## config.mk

```make
export PLATFORM = sky130hd
export DESIGN_NAME = cla_pipe_addsub_flat
export DESIGN_NICKNAME = d
export VERILOG_FILES = /design/src/rtl/cla_pkg.sv /design/src/rtl/cla_pipe_addsub_if.sv /design/src/rtl/cla4_group.sv /design/src/rtl/cla_pipe_addsub.sv /design/src/flat_wrapper.sv
export SDC_FILE = /design/constraint.sdc
export NUM_CORES = 1
export LEC_CHECK = 0
export CORE_MARGIN = 1.5
export CORE_UTILIZATION = 59
export DETAILED_ROUTE_END_ITERATION = 10
export PLACE_DENSITY_LB_ADDON = 0.05
export SYNTH_ARGS = -nofsm -noshare
export SYNTH_HDL_FRONTEND = slang
export SYNTH_SLANG_ARGS = --single-unit
```

## constraint.sdc

```tcl
create_clock -name clk -period 6.4 [get_ports clk]
set_input_delay 0.96 -clock clk [delete_from_list [all_inputs] [get_ports clk]]
set_output_delay 0.96 -clock clk [all_outputs]
set_load 0.01 [all_outputs]
```

## src/rtl/cla_pkg.sv

```systemverilog
// Shared constants for the pipelined carry-lookahead adder/subtractor.
// Group width, op encodings and the stage-count helper.
package cla_pkg;

    localparam int GROUP_W = 4;

    typedef enum logic {
        OP_ADD = 1'b0,
        OP_SUB = 1'b1
    } op_e;

    function automatic int n_groups(input int width);
        return width / GROUP_W;
    endfunction

endpackage

```

## src/rtl/cla_pipe_addsub_if.sv

```systemverilog
// Operand-side and result-side valid/ready bundle.
// The adder is the slave; the producer/consumer pair is the master.
interface cla_pipe_addsub_if #(
    parameter int WIDTH = 16
);
    logic             in_valid;
    logic             in_ready;
    logic             in_op;
    logic [WIDTH-1:0] in_a;
    logic [WIDTH-1:0] in_b;
    logic             in_cin;
    logic             out_valid;
    logic             out_ready;
    logic [WIDTH-1:0] out_result;
    logic             out_carry;
    logic             out_ovf;
    logic             out_zero;

    modport slave (
        input  in_valid, in_op, in_a, in_b, in_cin, out_ready,
        output in_ready, out_valid, out_result,
        output out_carry, out_ovf, out_zero
    );

    modport master (
        output in_valid, in_op, in_a, in_b, in_cin, out_ready,
        input  in_ready, out_valid, out_result,
        input  out_carry, out_ovf, out_zero
    );
endinterface

```

## src/rtl/cla4_group.sv

```systemverilog
// Combinational 4-bit carry-lookahead group.
// Produces sum, carry-out, carry into bit 3 and group P/G.
module cla4_group
    import cla_pkg::*;
(
    input  logic [GROUP_W-1:0] a_i,
    input  logic [GROUP_W-1:0] b_i,
    input  logic               cin_i,
    output logic [GROUP_W-1:0] s_o,
    output logic               cout_o,
    output logic               c3_o,
    output logic               p_o,
    output logic               g_o
);
    logic [3:0] p;
    logic [3:0] g;
    logic       c1;
    logic       c2;

    assign p = a_i ^ b_i;
    assign g = a_i & b_i;

    assign c1 = g[0] | (p[0] & cin_i);
    assign c2 = g[1] | (p[1] & g[0])
              | (p[1] & p[0] & cin_i);
    assign c3_o = g[2] | (p[2] & g[1])
                | (p[2] & p[1] & g[0])
                | (p[2] & p[1] & p[0] & cin_i);

    assign g_o = g[3] | (p[3] & g[2])
               | (p[3] & p[2] & g[1])
               | (p[3] & p[2] & p[1] & g[0]);
    assign p_o = &p;

    assign cout_o = g_o | (p_o & cin_i);
    assign s_o    = p ^ {c3_o, c2, c1, cin_i};
endmodule

```

## src/rtl/cla_pipe_addsub.sv

```systemverilog
// Pipelined CLA adder/subtractor, one 4-bit group per stage.
// Operands skew forward, sums accumulate; a single advance stalls all.
module cla_pipe_addsub
    import cla_pkg::*;
#(
    parameter int WIDTH = 16
) (
    input logic              clk,
    input logic              reset,
    cla_pipe_addsub_if.slave bus
);
    localparam int N = n_groups(WIDTH);

    if ((WIDTH % GROUP_W) != 0 || WIDTH < GROUP_W) begin : g_bad_width
        $error("cla_pipe_addsub: WIDTH must be a positive multiple of 4");
    end

    logic             adv;
    logic             sub;
    logic [WIDTH-1:0] b_acc;
    logic             c_acc;

    // Subtract becomes a + ~b + ~cin right at the input.
    assign sub   = (bus.in_op == OP_SUB);
    assign b_acc = sub ? ~bus.in_b : bus.in_b;
    assign c_acc = bus.in_cin ^ sub;

    for (genvar k = 0; k < N; k++) begin : g_st
        logic [WIDTH-1:GROUP_W*k]     a_rem;
        logic [WIDTH-1:GROUP_W*k]     b_rem;
        logic [GROUP_W-1:0]           s4;
        logic [GROUP_W*(k+1)-1:0]     s_d;
        logic [GROUP_W*(k+1)-1:0]     s_q;
        logic                         c_in;
        logic                         z_in;
        logic                         z_d;
        logic                         v_in;
        logic                         co;
        logic                         c3;
        logic                         gp;
        logic                         gg;
        logic                         c_q;
        logic                         z_q;
        logic                         v_q;

        if (k == 0) begin : g_src
            assign a_rem = bus.in_a;
            assign b_rem = b_acc;
            assign c_in  = c_acc;
            assign z_in  = 1'b1;
            assign v_in  = bus.in_valid;
            assign s_d   = s4;
        end else begin : g_src
            assign a_rem = g_st[k-1].g_ops.a_q;
            assign b_rem = g_st[k-1].g_ops.b_q;
            assign c_in  = g_st[k-1].c_q;
            assign z_in  = g_st[k-1].z_q;
            assign v_in  = g_st[k-1].v_q;
            assign s_d   = {s4, g_st[k-1].s_q};
        end

        cla4_group u_grp (
            .a_i    (a_rem[GROUP_W*k +: GROUP_W]),
            .b_i    (b_rem[GROUP_W*k +: GROUP_W]),
            .cin_i  (c_in),
            .s_o    (s4),
            .cout_o (co),
            .c3_o   (c3),
            .p_o    (gp),
            .g_o    (gg)
        );

        assign z_d = z_in & (s4 == '0);

        // Group outputs must agree with their own P/G and bit-3 carry.
        always_comb begin : a_grp
            assert (co == (gg | (gp & c_in)));
            assert (s4[GROUP_W-1] ==
                    (a_rem[GROUP_W*k+3] ^ b_rem[GROUP_W*k+3] ^ c3));
        end

        always_ff @(posedge clk) begin
            if (reset) begin
                s_q <= '0;
                c_q <= 1'b0;
                z_q <= 1'b0;
                v_q <= 1'b0;
            end else if (adv) begin
                s_q <= s_d;
                c_q <= co;
                z_q <= z_d;
                v_q <= v_in;
            end
        end

        if (k < N-1) begin : g_ops
            logic [WIDTH-1:GROUP_W*(k+1)] a_q;
            logic [WIDTH-1:GROUP_W*(k+1)] b_q;

            always_ff @(posedge clk) begin
                if (reset) begin
                    a_q <= '0;
                    b_q <= '0;
                end else if (adv) begin
                    a_q <= a_rem[WIDTH-1:GROUP_W*(k+1)];
                    b_q <= b_rem[WIDTH-1:GROUP_W*(k+1)];
                end
            end
        end

        if (k == N-1) begin : g_fl
            logic ovf_q;

            always_ff @(posedge clk) begin
                if (reset) begin
                    ovf_q <= 1'b0;
                end else if (adv) begin
                    ovf_q <= c3 ^ co;
                end
            end
        end
    end

    assign adv = ~g_st[N-1].v_q | bus.out_ready;

    assign bus.in_ready   = adv;
    assign bus.out_valid  = g_st[N-1].v_q;
    assign bus.out_result = g_st[N-1].s_q;
    assign bus.out_carry  = g_st[N-1].c_q;
    assign bus.out_ovf    = g_st[N-1].g_fl.ovf_q;
    assign bus.out_zero   = g_st[N-1].z_q;
endmodule

```

## src/flat_wrapper.sv

```systemverilog
// flat-port wrapper written by rule: the top's interface ports become plain ports
module cla_pipe_addsub_flat import cla_pkg::*;
#(
    parameter int WIDTH = 16
)
  (clk, reset, bus_in_valid, bus_in_op, bus_in_a, bus_in_b, bus_in_cin, bus_out_ready, bus_in_ready, bus_out_valid, bus_out_result, bus_out_carry, bus_out_ovf, bus_out_zero);
  cla_pipe_addsub_if #(.WIDTH(WIDTH)) bus_i ();
  input logic clk;
  input logic reset;
  input wire logic [$bits(bus_i.in_valid)-1:0] bus_in_valid;
  input wire logic [$bits(bus_i.in_op)-1:0] bus_in_op;
  input wire logic [$bits(bus_i.in_a)-1:0] bus_in_a;
  input wire logic [$bits(bus_i.in_b)-1:0] bus_in_b;
  input wire logic [$bits(bus_i.in_cin)-1:0] bus_in_cin;
  input wire logic [$bits(bus_i.out_ready)-1:0] bus_out_ready;
  output wire logic [$bits(bus_i.in_ready)-1:0] bus_in_ready;
  output wire logic [$bits(bus_i.out_valid)-1:0] bus_out_valid;
  output wire logic [$bits(bus_i.out_result)-1:0] bus_out_result;
  output wire logic [$bits(bus_i.out_carry)-1:0] bus_out_carry;
  output wire logic [$bits(bus_i.out_ovf)-1:0] bus_out_ovf;
  output wire logic [$bits(bus_i.out_zero)-1:0] bus_out_zero;
  assign bus_i.in_valid = bus_in_valid;
  assign bus_i.in_op = bus_in_op;
  assign bus_i.in_a = bus_in_a;
  assign bus_i.in_b = bus_in_b;
  assign bus_i.in_cin = bus_in_cin;
  assign bus_i.out_ready = bus_out_ready;
  assign bus_in_ready = bus_i.in_ready;
  assign bus_out_valid = bus_i.out_valid;
  assign bus_out_result = bus_i.out_result;
  assign bus_out_carry = bus_i.out_carry;
  assign bus_out_ovf = bus_i.out_ovf;
  assign bus_out_zero = bus_i.out_zero;
  cla_pipe_addsub #(.WIDTH(WIDTH)) u_core (.clk(clk), .reset(reset), .bus(bus_i));
endmodule
```

==> results.json <==
{
  "outcome": "completed",
  "hold_path_class": "reg2reg",
  "met3_usage_pct": 4.10,
  "dp_cells": 651,
  "critPathSlowestCell": "clkdlybuf4s50_1",
  "antenna_found_initial": 0,
  "nNetsFinal": 622,
  "dp_hpwl_um": 5780,
  "final.fill_count": 563,
  "slew_headroom_pct": 28.5,
  "worstSetupStartpointType": "input pin",
  "dr_total_vias": 3556,
  "avgRoutedWirePerCell_um": 12.9,
  "syn-cell-area_mm2": 0.00434,
  "gp_congestion": 0.801,
  "final_cells": 667,
  "finalCritPeriodShare_pct": 56.3,
  "tns_ns": 0,
  "htreeDepth": 3,
  "synthCells": 525,
  "leakage_uw": 0.00202,
  "multi_input_area_mm2": 0.00214,
  "whs_ns": 0.453,
  "arrival_ns": 3.81,
  "cp_common_cell": "a211oi_1",
  "antenna_cells": 0,
  "yosys.area.top_type_share_pct": 46.6,
  "ir_worst_vdd_v": 0.000130,
  "yosysWarningCount": 0,
  "setup.worst_path.end_class": "register",
  "r2r_slack_ns": 4.53,
  "critical-path-max-stage-delay_ns": 0.97,
  "netlist_top_cells_area": "dfxtp_1 (47%), nand2_1 (13%), a21oi_1 (9.0%), ha_1 (4.9%), a211oi_1 (4.0%)",
  "rsz0062_at_grt": "no",
  "yosys.area.top_type": "dfxtp_1",
  "post-place-ws_ns": 2.40,
  "critPathMaxFanout": 17,
  "slew_viol_final": 0,
  "core_area_mm2": 0.00718,
  "routed_via_density": 5.33,
  "crit_type": "in2reg",
  "grt_pass1_vias": 3100,
  "grt_pass1_wl_um": 14300,
  "tightest_slew_ns": 1.07,
  "synth_cell_types": 35,
  "fin_crit_ns": 3.61,
  "drt_iter0_drc": 144,
  "port_buffers": 58,
  "synth_fp_nets": 584,
  "cts.repair.resized": 0,
  "gr-usage-all-layers_pct": 23.3,
  "postCtsHoldBufs": 0,
  "regArea_mm2": 0.00202,
  "cts_root_buffer": "clkbuf_8",
  "postCtsSetupBuffers": 0,
  "fmax_mhz": 277,
  "grt-ovfl-total": 0,
  "finClkSkew_ns": 0.0120,
  "final_cell_mix": "nand2_1 (146), dfxtp_1 (101), a21oi_1 (78)",
  "required_ns": 6.61,
  "grt_use_met2_pct": 36.2,
  "cp_top_family": "buffers and inverters",
  "setup_ws_ns": 2.79,
  "busiest_layer": "met2",
  "finalHoldViolCount": 0,
  "cts.sinks": 101,
  "grt_start_max_net_pins": 98,
  "ys_ff_latch": 101,
  "drive_above_1_share_pct": 4.75,
  "clk_pin_slew_ns": 0.10,
  "report.final.setup_viol": 0,
  "num_rows": 31,
  "finalPower_uw": 1300,
  "ioPinCount": 59,
  "drcViolationCount": 0,
  "layout_commonest_cell": "nand2_1",
  "die_h_um": 88.7,
  "crit_chain": "clkdlybuf4s50_1 > xor2_1 > ha_1 > a2111oi_1 > nor2_1 > a211oi_1 > a211oi_1",
  "drv_cap": 0,
  "die-area_mm2": 0.00787,
  "ant_nets": 0,
  "numCtsBuffers": 9,
  "routed_wl_um": 8630,
  "power_density_mw_per_mm2": 253,
  "cts_tree": "done",
  "areaGrowthSynthToFinish_pct": 18.7,
  "avgSynthCellArea_um2": 8.26,
  "clk_latency_ns": 0.36,
  "clockBufferDepth": 2,
  "first_pass_iters": 4,
  "worst-path-buf-inv": 1,
  "met1_usage_pct": 32.3,
  "ys_seq_area_share_pct": 46.6,
  "die_w_um": 88.7,
  "start_util_pct": 60.4
}
area by class of cell:
type,count,area share (%)
Sequential cell,101,39.3
Clock buffer,10,2.67
Clock inverter,6,1.51
Inverter,11,0.802
Tap cell,99,2.41
Timing Repair Buffer,62,11.8
Multi-Input combinational cell,378,41.6
final timing paths:
check / cells past startpoint / endpoint / from
setup / recovery: 7 / u_core.g_st[0].c_q / bus_in_op
hold / removal: 2 / u_core.bus.out_result[6] / u_core.bus.out_result[6]
hold reg to reg: 2 / u_core.bus.out_result[6] / u_core.bus.out_result[6]
setup reg to reg: 6 / u_core.g_st[0].g_ops.b_q[15] / u_core.bus.out_valid
where the power goes:
group	total [µW]	switching, µW	internal, µW	leakage (µW)
Sequential	691	21.7	669	0.000830
Clock	425	226	199	0.000107
Combinational	185	95.5	89.5	0.00108
Total	1300	343	958	0.00202
worst min-delay path: stages (launching register included):
cell     delay, ns
dfxtp_1       0.32
nand2_1       0.05
a21oi_1       0.05
flip-flops by register name, summed over array words and instances, names as in the netlist:
register,flops
u_core.g_st.s_q,24
u_core.bus.out_result,16
u_core.g_st.v_q,3
u_core.g_st.z_q,3
u_core.g_st.g_ops.b_q,24
u_core.bus.out_carry,1
u_core.g_st.g_ops.a_q,24
u_core.g_st.c_q,3
u_core.bus.out_ovf,1
u_core.bus.out_zero,1
u_core.bus.out_valid,1
stage by stage:
step / util, % / cell area (µm²)
detailed placement: 68.7 / 4930
global placement: 68.7 / 4930
CTS: 71.7 / 5150
floorplan: - / 4340
finish: 71.7 / 5150
global route: 71.7 / 5150
metal layers:
layer,vias to the layer above,part of all wire [%],routed length [µm]
met5,-,0,0
met4,0,1.7,148
met3,16,3.9,339
met2,77,46,3990
met1,1625,48,4150
li1,1838,-,-
logic make-up (layout without fill, tap and decap cells):
logic type,count (synthesis),after routing,share of synthesized area (%)
muxes,1,1,0.231
xor gates and xnor gates,28,28,6.09
and+or+nand+nor,198,198,18.1
DFF,101,101,46.6
adders and majority gates,21,21,6.75
buffers and inverters,46,89,4.21
AOI/OAI and AO/OA,130,130,18.0
cell usage after synthesis:
| library cell | count |
|---|---|
| a2111oi_1 | 1 |
| a211oi_1 | 23 |
| a211oi_2 | 1 |
| a21o_1 | 7 |
| a21oi_1 | 78 |
| a22o_1 | 1 |
| a311o_1 | 2 |
| a311oi_1 | 1 |
| a31oi_1 | 3 |
| a32oi_1 | 2 |
| a41o_1 | 1 |
| and2_1 | 5 |
| buf_1 | 5 |
| buf_2 | 2 |
| buf_6 | 1 |
| clkbuf_1 | 27 |
| dfxtp_1 | 101 |
| fa_1 | 4 |
| ha_1 | 17 |
| inv_1 | 10 |
| inv_2 | 1 |
| mux2i_1 | 1 |
| nand2_1 | 146 |
| nand3_1 | 3 |
| nand4_1 | 3 |
| nor2_1 | 30 |
| nor2b_1 | 1 |
| nor3_1 | 8 |
| o2111ai_1 | 1 |
| o21ai_0 | 7 |
| o31ai_1 | 2 |
| or2_2 | 2 |
| xnor2_1 | 14 |
| xor2_1 | 13 |
| xor2_4 | 1 |
Note: power is estimated with default switching activity, not from simulation.
